File: config.mk
export PLATFORM = sky130hd
export DESIGN_NAME = sha_mem_arbiter_flat
export DESIGN_NICKNAME = d
export VERILOG_FILES = /design/src/rtl/sha_mem_arbiter_if.sv /design/src/rtl/sha_mem_arbiter.sv /design/src/flat_wrapper.sv
export SDC_FILE = /design/constraint.sdc
export NUM_CORES = 1
export LEC_CHECK = 0
export BUFFER_PORTS_ARGS = -buffer_cell sky130_fd_sc_hd__buf_4
export CORE_AREA = 2 2 128 130
export DETAILED_ROUTE_END_ITERATION = 7
export DIE_AREA = 0 0 130 132
export HOLD_SLACK_MARGIN = 0.12
export PLACE_DENSITY = 0.67
export SKIP_CTS_REPAIR_TIMING = 1
export SLEW_MARGIN = 40
export SYNTH_ARGS = -nofsm -noshare
export SYNTH_HDL_FRONTEND = slang
export SYNTH_SLANG_ARGS = --single-unit
File: constraint.sdc
create_clock -name clk -period 2.6 [get_ports clk]
set_input_delay 0.26 -clock clk [delete_from_list [all_inputs] [get_ports clk]]
set_output_delay 0.26 -clock clk [all_outputs]
set_load 0.05 [all_outputs]
File: src/rtl/sha_mem_arbiter_if.sv
// sha_mem_arbiter_if: the bus between the SHA core array, the arbiter and the
// shared synchronous-read memory port.
//
// Handshake: req[i] is core i's "valid" and gnt[i] is its "ready". A beat
// (one transfer) happens in every cycle where req[i] & gnt[i] are both high.
// While req[i] is high and gnt[i] is low the core is stalled and must hold
// req_we/req_addr/req_wdata stable. The core keeps req[i] high for the whole
// burst and drops it to release the port. Read data for a read beat in cycle t
// is returned in cycle t+1 on rdata, qualified by rvalid[i].
interface sha_mem_arbiter_if #(
  parameter int NUM_REQ = 4,
  parameter int ADDR_W  = 16,
  parameter int DATA_W  = 32
);
  logic [NUM_REQ-1:0]        req;
  logic [NUM_REQ-1:0]        req_we;
  logic [NUM_REQ*ADDR_W-1:0] req_addr;
  logic [NUM_REQ*DATA_W-1:0] req_wdata;
  logic [NUM_REQ-1:0]        gnt;
  logic [NUM_REQ-1:0]        rvalid;
  logic [DATA_W-1:0]         rdata;
  logic                      busy;
  logic                      mem_clk;
  logic                      mem_we;
  logic [ADDR_W-1:0]         mem_addr;
  logic [DATA_W-1:0]         mem_write_data;
  logic [DATA_W-1:0]         mem_read_data;
  // Debug view of the arbiter FSM: 0 = IDLE, 1 = OWN.
  logic                      arb_state;

  modport slave (
    input  req, req_we, req_addr, req_wdata, mem_read_data,
    output gnt, rvalid, rdata, busy, mem_clk, mem_we, mem_addr,
           mem_write_data, arb_state
  );

  modport master (
    output req, req_we, req_addr, req_wdata, mem_read_data,
    input  gnt, rvalid, rdata, busy, mem_clk, mem_we, mem_addr,
           mem_write_data, arb_state
  );
endinterface

File: src/rtl/sha_mem_arbiter.sv
// sha_mem_arbiter: round-robin arbiter sharing one synchronous-read memory
// port between NUM_REQ SHA-256 hash cores.
// Optional feature macro: SHA_ARB_BURST_LIMIT_EN. When defined, an owner that
// has done MAX_BURST consecutive beats is forced off the port if another core
// is waiting. When undefined, a grant lasts until the owner drops req.
module sha_mem_arbiter #(
  parameter int NUM_REQ   = 4,
  parameter int ADDR_W    = 16,
  parameter int DATA_W    = 32,
  parameter int MAX_BURST = 64
) (
  input  logic             clk,
  input  logic             reset_n,
  sha_mem_arbiter_if.slave bus
);
  localparam int IDX_W = (NUM_REQ > 1) ? $clog2(NUM_REQ) : 1;

  typedef enum logic {IDLE = 1'b0, OWN = 1'b1} state_e;

  if (NUM_REQ < 2 || NUM_REQ > 8) begin : g_bad_num_req
    $error("sha_mem_arbiter: NUM_REQ must be in 2..8");
  end
  if (MAX_BURST < 2 || (MAX_BURST & (MAX_BURST - 1)) != 0) begin : g_bad_max_burst
    $error("sha_mem_arbiter: MAX_BURST must be a power of 2, at least 2");
  end

  state_e             state_q, state_d;
  logic [IDX_W-1:0]   last_q, last_d;     // last owner; equals current owner in OWN
  logic [NUM_REQ-1:0] gnt_q, gnt_d;
  logic [NUM_REQ-1:0] rvalid_q, rvalid_d;
  logic [ADDR_W-1:0]  addr_q, addr_d;     // last address driven to memory
  logic [DATA_W-1:0]  wdata_q, wdata_d;   // last write data driven to memory

  logic               beat;
  logic [NUM_REQ-1:0] cand_req;
  logic               win_found;
  logic [IDX_W-1:0]   win_idx;
  logic [NUM_REQ-1:0] win_onehot;
  int                 cand;
  logic [IDX_W-1:0]   cand_idx;
  logic               own_we;
  logic [ADDR_W-1:0]  own_addr;
  logic [DATA_W-1:0]  own_wdata;

`ifdef SHA_ARB_BURST_LIMIT_EN
  localparam int CNT_W = $clog2(MAX_BURST);
  logic [CNT_W-1:0]   beat_cnt_q, beat_cnt_d;
`endif

  // The owner is the only grant bit, so a beat is any granted core requesting.
  assign beat = |(gnt_q & bus.req);

  // The current owner never competes against itself; in IDLE gnt_q is zero.
  assign cand_req = bus.req & ~gnt_q;

  // Round-robin search: first requester after last_q, wrapping around.
  always_comb begin
    win_found = 1'b0;
    win_idx   = '0;
    cand      = 0;
    cand_idx  = '0;
    for (int k = 1; k <= NUM_REQ; k++) begin
      cand = int'(last_q) + k;
      if (cand >= NUM_REQ) cand = cand - NUM_REQ;
      cand_idx = cand[IDX_W-1:0];
      if (!win_found && cand_req[cand_idx]) begin
        win_found = 1'b1;
        win_idx   = cand_idx;
      end
    end
  end

  assign win_onehot = {{(NUM_REQ-1){1'b0}}, 1'b1} << win_idx;

  // Grant FSM: next state, next grant and round-robin pointer.
  always_comb begin
    state_d = state_q;
    last_d  = last_q;
    gnt_d   = gnt_q;
`ifdef SHA_ARB_BURST_LIMIT_EN
    beat_cnt_d = beat_cnt_q;
`endif
    case (state_q)
      IDLE: begin
        if (win_found) begin
          state_d = OWN;
          last_d  = win_idx;
          gnt_d   = win_onehot;
`ifdef SHA_ARB_BURST_LIMIT_EN
          beat_cnt_d = '0;
`endif
        end
      end
      OWN: begin
        if (!beat) begin
          // Owner released: hand straight over, or fall back to IDLE.
          if (win_found) begin
            last_d = win_idx;
            gnt_d  = win_onehot;
`ifdef SHA_ARB_BURST_LIMIT_EN
            beat_cnt_d = '0;
`endif
          end else begin
            state_d = IDLE;
            gnt_d   = '0;
          end
        end
`ifdef SHA_ARB_BURST_LIMIT_EN
        else if (beat_cnt_q == CNT_W'(MAX_BURST - 1)) begin
          // Burst limit reached: preempt only if someone else is waiting.
          beat_cnt_d = '0;
          if (win_found) begin
            last_d = win_idx;
            gnt_d  = win_onehot;
          end
        end else begin
          beat_cnt_d = beat_cnt_q + 1'b1;
        end
`endif
      end
      default: begin
        state_d = IDLE;
        gnt_d   = '0;
      end
    endcase
  end

  // Memory mux: forward the owner's fields during a beat, otherwise hold.
  always_comb begin
    own_we    = bus.req_we[last_q];
    own_addr  = bus.req_addr[int'(last_q)*ADDR_W +: ADDR_W];
    own_wdata = bus.req_wdata[int'(last_q)*DATA_W +: DATA_W];
    addr_d    = beat ? own_addr  : addr_q;
    wdata_d   = beat ? own_wdata : wdata_q;
    rvalid_d  = gnt_q & bus.req & ~bus.req_we;
  end

  // State, grant, read-valid and held memory fields.
  always_ff @(posedge clk or negedge reset_n) begin
    if (!reset_n) begin
      state_q  <= IDLE;
      last_q   <= IDX_W'(NUM_REQ - 1);
      gnt_q    <= '0;
      rvalid_q <= '0;
      addr_q   <= '0;
      wdata_q  <= '0;
    end else begin
      state_q  <= state_d;
      last_q   <= last_d;
      gnt_q    <= gnt_d;
      rvalid_q <= rvalid_d;
      addr_q   <= addr_d;
      wdata_q  <= wdata_d;
    end
  end

`ifdef SHA_ARB_BURST_LIMIT_EN
  // Beats taken by the current owner within its burst window.
  always_ff @(posedge clk or negedge reset_n) begin
    if (!reset_n) begin
      beat_cnt_q <= '0;
    end else begin
      beat_cnt_q <= beat_cnt_d;
    end
  end
`endif

  assign bus.gnt            = gnt_q;
  assign bus.busy           = |gnt_q;
  assign bus.rvalid         = rvalid_q;
  assign bus.rdata          = bus.mem_read_data;
  assign bus.mem_clk        = clk;
  assign bus.mem_we         = beat & own_we;
  assign bus.mem_addr       = addr_d;
  assign bus.mem_write_data = wdata_d;
  assign bus.arb_state      = state_q;
endmodule
File: src/flat_wrapper.sv
// flat-port wrapper written by rule: the top's interface ports become plain ports
module sha_mem_arbiter_flat 
#(
  parameter int NUM_REQ   = 4,
  parameter int ADDR_W    = 16,
  parameter int DATA_W    = 32,
  parameter int MAX_BURST = 64
)
  (clk, reset_n, bus_req, bus_req_we, bus_req_addr, bus_req_wdata, bus_mem_read_data, bus_gnt, bus_rvalid, bus_rdata, bus_busy, bus_mem_clk, bus_mem_we, bus_mem_addr, bus_mem_write_data, bus_arb_state);
  sha_mem_arbiter_if #(.NUM_REQ(NUM_REQ), .ADDR_W(ADDR_W), .DATA_W(DATA_W)) bus_i ();
  input  logic clk;
  input  logic reset_n;
  input wire logic [$bits(bus_i.req)-1:0] bus_req;
  input wire logic [$bits(bus_i.req_we)-1:0] bus_req_we;
  input wire logic [$bits(bus_i.req_addr)-1:0] bus_req_addr;
  input wire logic [$bits(bus_i.req_wdata)-1:0] bus_req_wdata;
  input wire logic [$bits(bus_i.mem_read_data)-1:0] bus_mem_read_data;
  output wire logic [$bits(bus_i.gnt)-1:0] bus_gnt;
  output wire logic [$bits(bus_i.rvalid)-1:0] bus_rvalid;
  output wire logic [$bits(bus_i.rdata)-1:0] bus_rdata;
  output wire logic [$bits(bus_i.busy)-1:0] bus_busy;
  output wire logic [$bits(bus_i.mem_clk)-1:0] bus_mem_clk;
  output wire logic [$bits(bus_i.mem_we)-1:0] bus_mem_we;
  output wire logic [$bits(bus_i.mem_addr)-1:0] bus_mem_addr;
  output wire logic [$bits(bus_i.mem_write_data)-1:0] bus_mem_write_data;
  output wire logic [$bits(bus_i.arb_state)-1:0] bus_arb_state;
  assign bus_i.req = bus_req;
  assign bus_i.req_we = bus_req_we;
  assign bus_i.req_addr = bus_req_addr;
  assign bus_i.req_wdata = bus_req_wdata;
  assign bus_i.mem_read_data = bus_mem_read_data;
  assign bus_gnt = bus_i.gnt;
  assign bus_rvalid = bus_i.rvalid;
  assign bus_rdata = bus_i.rdata;
  assign bus_busy = bus_i.busy;
  assign bus_mem_clk = bus_i.mem_clk;
  assign bus_mem_we = bus_i.mem_we;
  assign bus_mem_addr = bus_i.mem_addr;
  assign bus_mem_write_data = bus_i.mem_write_data;
  assign bus_arb_state = bus_i.arb_state;
  sha_mem_arbiter #(.NUM_REQ(NUM_REQ), .ADDR_W(ADDR_W), .DATA_W(DATA_W), .MAX_BURST(MAX_BURST)) u_core (.clk(clk), .reset_n(reset_n), .bus(bus_i));
endmodule
## Word level (Yosys, flattened, before mapping)

Index checks and enable logic that the tools add are counted.

| storage, ports and cells | value |
|---|---|
| register bits after elaboration | 59 |
| bits of input ports | 234 |
| word-level logic and storage cells | 78 |

| cells by class | value |
|---|---|
| add/subtract/negate cells | 8 |
| order comparisons | 9 |
| equality and inequality tests | 2 |
| shifts and indexed selects | 3 |
| mux-type cells | 34 |
| bitwise operators | 7 |
| reductions and logical operators | 9 |

Operators with widths:

| kind | count |
|---|---|
| 128-bit by 8-bit indexed part select with 32-bit output | 1 |
| 64-bit by 7-bit indexed part select with 16-bit output | 1 |
| 32-bit two-way mux | 1 |
| 2-bit two-way mux | 10 |
| 16-bit two-way mux | 1 |
| 2-bit by 3-bit less-than comparator with 1-bit output, second input constant | 5 |
| 4-bit bitwise AND | 3 |
| 4-bit two-way mux | 3 |
| 1-bit two-way mux | 11 |
| 1-bit binary-select mux with 2-bit select | 5 |
| 3-bit greater-or-equal comparator, second input constant | 3 |
| 4-bit NOT | 2 |
| 4-bit case mux with 2 select lines | 1 |
| 4-bit OR reduction | 2 |
| 2-bit by 1-bit subtractor with 2-bit output, second input constant | 4 |
| 2-bit by 2-bit adder with 3-bit output, second input constant | 2 |
| 2-bit by 3-bit adder with 4-bit output, second input constant | 1 |
| 4-bit by 3-bit greater-or-equal comparator with 1-bit output, second input constant | 1 |
| 2-bit case mux with 2 select lines | 1 |
| 1-bit by 2-bit << shifter with 4-bit output, first input constant | 1 |
| 2-bit by 1-bit adder with 3-bit output, second input constant | 1 |
| 1-bit logical AND | 3 |
| 1-bit zero test | 3 |
| 2-bit by 1-bit != test with 1-bit output, second input constant | 1 |
| other kinds (5) | 5 |

## Longest topological paths before layout

Gate-level depths: netlist of the first run.

| depth | value |
|---|---|
| word-level depth | 19 |
| gate-level depth with buffers | 7 |

==> metrics.yaml, run 1 <==
synth_edf_count: 0
count_of_pins_on_the_block_boundary: 326
route.vias.total: 3544
synthMostInstantiatedCell: "sky130_fd_sc_hd__nand2_1"
synth_warnings: 0
chipWidth_um: 130
powerDensity_nw_per_um2: 1450
cp.arrival_ns: 2.25
flow.area_growth_from_synthesis_pct: 64.0
crit_path_max_incr_delay_ns: 0.70
postSynth.topFlopCell: "sky130_fd_sc_hd__dfrtp_1"
fin_cells: 807
timing_worst_setup_path_type: "register to output port"
synth_top_area_share_pct: 37.5
row_count: 46
synthesis.area_um2: 3810
tritoncts_clock_tree: "done"
hold_violations: 0
r2r_start: "u_core.last_q[1]"
synth_sequential_area_ratio_pct: 38.8
vias_per_cell: 4.39
synthesis.instances: 351
final_net_count: 820
drt_first_pass_iters: 4
synth_net_count: 585
netlist-cell-type-count: 35
worst_setup_path_startpoint: "u_core.last_q[0]"
wl_per_cell_um: 16.4
crit_path_cell_trace: "clkbuf_16, mux4_2, nand2_1, nand2_1, buf_4"
leakage_uw: 0.00312
grt_use_total_pct: 15.2
period_minus_slack_ns: 2.51
fin_skew_ns: 0.00527
grt_max_degree: 60
synth.top_cells.by_area: "sky130_fd_sc_hd__dfrtp_1, sky130_fd_sc_hd__mux4_2, sky130_fd_sc_hd__nand2_1"
antenna_cell_count: 0
starting_density_of_the_core_pct: 24.2
max_freq_mhz: 398
yosys_register_bits: 59
ff2ff_setup_slack_ns: 0.78
drc: 0
global_route.overflow_total: 0
clk_pin_slew_worst_paths_ns: 0.05
maxSlewViolCount: 0
critPathCapture: "bus_mem_write_data[31]"
coreArea_um2: 15700
drive_above_1_share_pct: 59.4
clock_insertion_delay_worst_skew_ns: 0.44
drtAntennaViolNets: 0
worst_slew_pin_slew_ns: 0.573
detailed_place_hpwl_mm: 9.77
ir_drop_uv: 682
route.final.wire_length_mm: 13.2
antenna_found_initial: 0
async_reset_ff_share_pct: 100
post-place-cells: 781
synth_commonest_cells: "sky130_fd_sc_hd__nand2_1, sky130_fd_sc_hd__dfrtp_1, sky130_fd_sc_hd__mux4_2"
critical_path.most_common_cell: "sky130_fd_sc_hd__nand2_1"
drtIter0Drc: 169
worstSetupStartpointType: "register"
synthesis.area_per_instance_um2: 10.9
synth_largest_area_cell: "sky130_fd_sc_hd__dfrtp_1"
hold_path_class: "input port to register"
maxSlewHeadroom_pct: 61.8
number_of_cells_on_the_worst_reg_to_reg_path: 4
r2r_end: "u_core.bus.gnt[1]"
worst-path-max-fanout: 15
status: "completed"
numPortBuffers: 261
worst_ep_required_time_ns: 2.34
max-cap-violations: 0
place.gp.congestion: 0.819
die-height_um: 132
timing.setup.tns_ns: 0
die_area_um2: 17200
via_count_of_the_first_global_routing_pass: 3814
setup_violations: 0
global_route_wire_length_before_repair_mm: 19.6
finalCritPeriodShare_pct: 96.7
cp_slowest_cell: "sky130_fd_sc_hd__dfstp_4"
setup.worst_path.end_class: "output port"
[through the flow]
step	instance area [um^2]	worst slack (ns)	total power, uW	hold WS (ns)	utilization [%]
finish	6250	0.0861	9030	0.126	39.8
global route	6250	-0.00138	9560	0.131	39.8
CTS	6120	0.0396	9030	-0.0699	39.0
detailed placement	5750	0.525	7560	0.408	36.6
global placement	5750	0.533	7500	0.402	36.6
floorplan	3810	0.446	5960	-0.0356	-
[per-layer routing]
layer | global-route usage [%] | up-vias | part of all wire (%)
met5 | 0 | - | 0
met4 | 9.50 | 0 | 3.2
met3 | 3.94 | 29 | 7.1
met2 | 26.1 | 174 | 51
met1 | 16.7 | 1666 | 38
li1 | - | 1675 | -
[power breakdown]
group,internal (uW),switching [uW]
logic,2180,3840
registers,1350,160
clock network,978,526
[flip-flops by register name (all words and copies together) (netlist names)]
name                  flops
u_core.addr_q            16
u_core.bus.arb_state      1
u_core.bus.gnt            4
u_core.bus.rvalid         4
u_core.last_q             2
u_core.wdata_q           32
[layout by cell type (no fill, tap or decap), types with 2 or more instances in the layout]
cell	count
sky130_fd_sc_hd__dfrtp_1	57
sky130_fd_sc_hd__nand2_1	152
sky130_fd_sc_hd__buf_4	265
sky130_fd_sc_hd__nand2b_2	2
sky130_fd_sc_hd__buf_6	2
sky130_fd_sc_hd__clkinv_2	3
sky130_fd_sc_hd__a32o_1	4
sky130_fd_sc_hd__clkbuf_16	14
sky130_fd_sc_hd__nor2_1	6
sky130_fd_sc_hd__mux4_2	49
sky130_fd_sc_hd__dlygate4sd3_1	5
sky130_fd_sc_hd__a211oi_1	2
sky130_fd_sc_hd__buf_16	2
sky130_fd_sc_hd__nor2b_2	2
[critical path: cells and delay by family (launching register included)]
family        cells  cell delay, ns
simple gates      2            0.15
mux               1            0.51
buf+inv           2            0.43
flops             1            0.70
[how the worst min path moves through the flow]
stage,from,to,cells after the start
2_1_floorplan,reset_n,u_core.addr_q[0],0
3_3_place_gp,reset_n,u_core.bus.gnt[0],1
3_5_place_dp,reset_n,u_core.wdata_q[31],1
4_1_cts,reset_n,u_core.wdata_q[31],1
5_1_grt,bus_req[2],u_core.bus.rvalid[2],3
6_report,bus_req[0],u_core.bus.rvalid[0],3
[cells by family after synthesis]
family          count (synthesis)  share of synthesized area, %
simple gates                  173                          19.4
compound gates                 13                          2.86
mux                            49                          29.0
buf+inv                        57                          9.99
flops                          59                          38.8
[cell type report]
class	instances	area, um^2
Multi-Input combinational cell	235	1950
Clock buffer	15	325
Sequential cell	59	1480
Inverter	2	7.51
Tap cell	216	270
Clock inverter	5	52.6
Fill cell	1596	9470
Timing Repair Buffer	275	2160
No activity file was read; power rests on OpenSTA's default activity.
==> run 2, diff against run 1 <==
--- a/config.mk
+++ b/config.mk
@@ -11,6 +11,7 @@
 export DIE_AREA = 0 0 130 132
 export HOLD_SLACK_MARGIN = 0.12
 export PLACE_DENSITY = 0.67
+export RECOVER_POWER = 50
 export SKIP_CTS_REPAIR_TIMING = 1
 export SLEW_MARGIN = 40
 export SYNTH_ARGS = -nofsm -noshare
==> metrics.yaml, run 2 (synthesis gave the netlist of run 1 again) <==
status: "complete, but fails checks"
clock_insertion_delay_worst_skew_ns: 0.44  # about the same
fin_cells: 807  # unchanged
setup_violations: 0  # unchanged
worstSetupStartpointType: "register"
drtAntennaViolNets: 0  # unchanged
r2r_start: "u_core.last_q[1]"
finalWorstSetupSlack_ns: 0.0877  # +0.00164 ns
numPortBuffers: 261  # unchanged
critical_path.top_delay_family: "flip-flops"
worstPathBufferInverterCount: 2  # unchanged
count_of_pins_on_the_block_boundary: 326  # unchanged
mostFrequentLayoutCells: "sky130_fd_sc_hd__buf_4, sky130_fd_sc_hd__nand2_1, sky130_fd_sc_hd__dfrtp_1"
p_sw_uw: 4520  # about the same
grt_max_degree: 60  # unchanged
largestRegisters: "u_core.wdata_q x32, u_core.addr_q x16"
via_count_of_the_first_global_routing_pass: 3814  # unchanged
max-cap-violations: 1  # +1
post-place-cells: 781  # unchanged
antenna_found_initial: 0  # unchanged
n_fill_cell: 1603  # +0.44%
maxSlewHeadroom_pct: -2.36  # -64 points
drt_first_pass_iters: 4  # unchanged
wl_per_cell_um: 16.4  # -0.31%
worst-path-max-fanout: 15  # unchanged
combinational_power_share_pct: 66.6  # about the same
internal_power_contribution_uw: 4500  # -0.17%
critical_path.most_common_cell: "sky130_fd_sc_hd__nand2_1"
crit_path_cell_trace: "clkbuf_16, mux4_2, nand2_1, nand2_1, buf_4"
die-height_um: 132  # unchanged
placement.setup.worst_slack_ns: 0.525  # unchanged
hp-start: "bus_req[0]"
row_count: 46  # unchanged
worst_setup_path_startpoint: "u_core.last_q[0]"
grt_use_total_pct: 15.2  # unchanged
power.share.switching_pct: 50.1  # about the same
drtIter0Drc: 126  # -25%
route.final.wire_length_mm: 13.2  # -0.31%
multiInputGateArea_um2: 1950  # unchanged
powerDensity_nw_per_um2: 1450  # +0.33%
worst_slew_pin_slew_ns: 1.54  # +0.963 ns
starting_density_of_the_core_pct: 24.2  # unchanged
final_net_count: 820  # unchanged
largest_register_ffs: 32  # unchanged
area.sequential_um2: 1480  # unchanged
register_containing_the_most_flip_flops_in_the_final_layout: "u_core.wdata_q"
period_minus_slack_ns: 2.51  # -0.00164 ns
ir_drop_uv: 682  # about the same
failed_checks: "max-capacitance violations, max-slew violations"
clockPowerShare_pct: 16.7  # about the same
crit_path_max_incr_delay_ns: 0.70  # about the same
cp_slowest_cell: "sky130_fd_sc_hd__dfstp_4"
max_freq_mhz: 398  # about the same
die_area_um2: 17200  # unchanged
mostFrequentLayoutCell: "sky130_fd_sc_hd__buf_4"
flow.area_growth_from_synthesis_pct: 63.4
coreArea_um2: 15700  # unchanged
route.vias.total: 3569  # +0.71%
timing_worst_setup_path_type: "register to output port"
antenna_cell_count: 0  # unchanged
tritoncts_clock_tree: "done"
worst_ep_required_time_ns: 2.34  # about the same
hold_violations: 0  # unchanged
place.gp.congestion: 0.819  # unchanged
vias_per_cell: 4.42  # +0.71%
setup.worst_path.end_class: "output port"
chipWidth_um: 130  # unchanged
timing.setup.tns_ns: 0  # unchanged
global_route.overflow_total: 0  # unchanged
clk_pin_slew_worst_paths_ns: 0.05  # about the same
fin_skew_ns: 0.00519  # -0.0000852 ns
maxSlewViolCount: 60  # +60
drive_above_1_share_pct: 58.5  # -0.85 points
drc: 0  # unchanged
cp.arrival_ns: 2.25  # about the same
hold_path_class: "input port to register"
leakage_uw: 0.00310  # -0.70%
global_route_wire_length_before_repair_mm: 19.6  # unchanged
finalCritPeriodShare_pct: 96.6  # about the same
pwr-share-seq_pct: 16.8  # about the same
detailed_place_hpwl_mm: 9.77  # unchanged
[run 2: worst paths after layout]
path,cells after the start,endpoint,slack (ns)
setup / recovery,5,bus_mem_write_data[31],0.09
setup reg to reg,4,u_core.bus.gnt[1],0.78
hold reg to reg,2,u_core.wdata_q[1],0.46
min in group asynchronous,2,u_core.bus.gnt[0],0.73
hold / removal,3,u_core.bus.rvalid[0],0.13
max in group asynchronous,2,u_core.wdata_q[27],0.94
[run 2: per-layer routing]
metal	routed length [um]	vias up	global-route usage [%]
met5	0	-	0
met4	435	0	9.50
met3	923	29	3.94
met2	6810	167	26.1
met1	5030	1698	16.7
li1	-	1675	-
[run 2: power groups by stage]
stage / combinational (uW) / sequential, uW / clock [uW]
after floorplan: 4320 / 1560 / 82.9
after global placement: 5920 / 1490 / 82.9
after detailed placement: 5970 / 1510 / 82.9
after CTS: 5980 / 1490 / 1560
after global routing: 6400 / 1560 / 1600
final: 6010 / 1510 / 1500
[run 2: final cells by class]
class	count	area share (%)
Clock buffer	15	5.23
Inverter	2	0.121
Sequential cell	59	23.8
Multi-Input combinational cell	235	31.3
Tap cell	216	4.34
Timing Repair Buffer	275	34.3
Clock inverter	5	0.845
[run 2: through the flow]
step | total power, uW | hold slack [ns] | utilization [%] | area [um^2]
after detailed placement | 7560 | 0.408 | 36.6 | 5750
after CTS | 9030 | -0.0699 | 39.0 | 6120
after global placement | 7500 | 0.402 | 36.6 | 5750
after global routing | 9560 | 0.131 | 39.6 | 6220
after floorplan | 5960 | -0.0356 | - | 3810
final | 9020 | 0.127 | 39.6 | 6220
[run 2: tightest hold or removal path, cell delays in order]
cell and delay [ns]:
sky130_fd_sc_hd__buf_4 0.08, sky130_fd_sc_hd__nand2_1 0.09, sky130_fd_sc_hd__nor2_1 0.10
==> run 3, diff against run 2 <==
--- a/config.mk
+++ b/config.mk
@@ -10,6 +10,7 @@
 export DETAILED_ROUTE_END_ITERATION = 7
 export DIE_AREA = 0 0 130 132
 export HOLD_SLACK_MARGIN = 0.12
+export MAX_ROUTING_LAYER = met4
 export PLACE_DENSITY = 0.67
 export RECOVER_POWER = 50
 export SKIP_CTS_REPAIR_TIMING = 1
==> metrics.yaml, run 3 (synthesis gave the netlist of run 1 again) <==
status: "complete, but fails checks"
failed_checks: "max-capacitance violations, max-slew violations"
maxSlewViolCount: 60  # unchanged
worst_setup_path_startpoint: "u_core.last_q[0]"
die-height_um: 132  # unchanged
hold_path_class: "input port to register"
leakage_uw: 0.00309  # about the same
ff2ff_setup_slack_ns: 0.84  # +0.06 ns
mostFrequentLayoutCell: "sky130_fd_sc_hd__buf_4"
max_freq_mhz: 401  # +0.82%
coreArea_um2: 15700  # unchanged
clock_insertion_delay_worst_skew_ns: 0.44  # about the same
worst-path-max-fanout: 23  # +8
hp-start: "bus_req[0]"
powerDensity_nw_per_um2: 1450  # +0.23%
global_route.overflow_total: 0  # unchanged
drc: 0  # unchanged
global_route_wire_length_before_repair_mm: 19.6  # -0.11%
detailed_place_hpwl_mm: 9.96  # +1.9%
mostFrequentLayoutCells: "sky130_fd_sc_hd__buf_4, sky130_fd_sc_hd__nand2_1, sky130_fd_sc_hd__dfrtp_1"
starting_density_of_the_core_pct: 24.2  # unchanged
worst_ep_required_time_ns: 2.34  # about the same
drtIter0Drc: 97  # -23%
largest_register_ffs: 32  # unchanged
drive_above_1_share_pct: 58.1  # -0.48 points
count_of_pins_on_the_block_boundary: 326  # unchanged
cp.arrival_ns: 2.23  # -0.02 ns
setup.worst_path.end_class: "output port"
place.gp.congestion: 0.850  # +3.9%
holdPathStages: 3  # unchanged
finalCritPeriodShare_pct: 95.8  # -0.79 points
vias_per_cell: 4.45  # +0.56%
r2r_end: "u_core.bus.gnt[1]"
hold-path-endpoint: "u_core.bus.rvalid[0]"
max-cap-violations: 1  # unchanged
fin_skew_ns: 0.00768  # +0.00250 ns
worstSetupStartpointType: "register"
wl_per_cell_um: 16.2  # -0.71%
r2r_start: "u_core.last_q[1]"
die_area_um2: 17200  # unchanged
grt_use_total_pct: 15.7  # +0.46 points
route.final.wire_length_mm: 13.1  # -0.95%
final_core_util_pct: 39.7  # +0.072 points
clk_pin_slew_worst_paths_ns: 0.05  # about the same
unrepaired_setup_endpoints_after_global_routing: "no"
ir_drop_uv: 678  # -0.66%
drtAntennaViolNets: 0  # unchanged
hold_violations: 0  # unchanged
final_net_count: 819  # -0.12%
numPortBuffers: 261  # unchanged
route.vias.total: 3580  # +0.31%
row_count: 46  # unchanged
chipWidth_um: 130  # unchanged
timing_worst_setup_path_type: "register to output port"
maxSlewHeadroom_pct: -3.29  # -0.92 points
worst_slew_pin_slew_ns: 1.55  # +0.0139 ns
via_count_of_the_first_global_routing_pass: 3897  # +2.2%
flow.area_growth_from_synthesis_pct: 63.7
number_of_cells_on_the_worst_reg_to_reg_path: 3  # -1
antenna_found_initial: 0  # unchanged
largestRegisters: "u_core.wdata_q x32, u_core.addr_q x16"
grt_max_degree: 60  # unchanged
hold_ws_ns: 0.133  # +0.00587 ns
register_containing_the_most_flip_flops_in_the_final_layout: "u_core.wdata_q"
tritoncts_clock_tree: "done"
timing.setup.tns_ns: 0  # unchanged
antenna_cell_count: 0  # unchanged
period_minus_slack_ns: 2.49  # -0.0205 ns
setup_violations: 0  # unchanged
drt_first_pass_iters: 5  # +1
run 3: changes by cell type in the layout (fill, tap and decap cells not counted), moves of 2 or more:
| cell | change |
|---|---|
| sky130_fd_sc_hd__buf_4 | -4 |
| sky130_fd_sc_hd__clkbuf_8 | +3 |
| sky130_fd_sc_hd__clkinv_2 | -3 |
| sky130_fd_sc_hd__buf_12 | +2 |
| sky130_fd_sc_hd__clkbuf_1 | +2 |
run 3: worst max path at each step:
stage	endpoint	slack [ns]	depth (start not counted)
5_1_grt	bus_mem_addr[8]	0.003	5
4_1_cts	bus_mem_write_data[6]	0.04	5
3_5_place_dp	bus_mem_write_data[6]	0.53	5
3_3_place_gp	bus_mem_write_data[6]	0.54	5
2_1_floorplan	bus_mem_addr[0]	0.45	7
6_report	bus_mem_write_data[30]	0.11	5
run 3: report_power, final:
part | switching [uW] | internal, uW | leakage, uW | total, uW
Combinational | 3790 | 2160 | 0.00217 | 5950
Clock | 500 | 1060 | 0.000197 | 1560
Sequential | 200 | 1350 | 0.000731 | 1550
run 3: per-layer routing:
layer  share of wire, %  track usage [%]  wire length (um)  vias to the layer above
li1                   -                -                 -                     1670
met1                 37             16.2              4820                     1716
met5                  0                -                 0                        -
met3                6.8             4.02               888                       24
met4                2.7             8.30               352                        0
met2                 54             27.1              7010                      170
run 3: critical path, stage by stage, from the launching register on:
cell and delay (ns):
sky130_fd_sc_hd__dfstp_4 0.68, sky130_fd_sc_hd__buf_16 0.20, sky130_fd_sc_hd__mux4_2 0.53, sky130_fd_sc_hd__nand2_1 0.09
sky130_fd_sc_hd__nand2_1 0.07, sky130_fd_sc_hd__buf_4 0.19
run 3: final cells by class:
| cell class | count | area (um^2) |
|---|---|---|
| flip-flops and latches | 59 | 1480 |
| clock buffers | 18 | 367 |
| inverters | 2 | 7.51 |
| clock inverters | 1 | 30.0 |
| repair buffers | 274 | 2130 |
| fillers | 1601 | 9480 |
| multi-input cells | 235 | 1950 |
| well taps | 216 | 270 |
run 3: per-stage QoR:
stage / setup slack (ns) / total power (uW) / std cells / cell area, um^2
2_1_floorplan: 0.446 / 5960 / 351 / 3810
3_3_place_gp: 0.537 / 7540 / 781 / 5780
3_5_place_dp: 0.527 / 7600 / 781 / 5780
4_1_cts: 0.0450 / 9130 / 799 / 6170
5_1_grt: 0.00345 / 9620 / 805 / 6230
6_report: 0.108 / 9060 / 805 / 6230
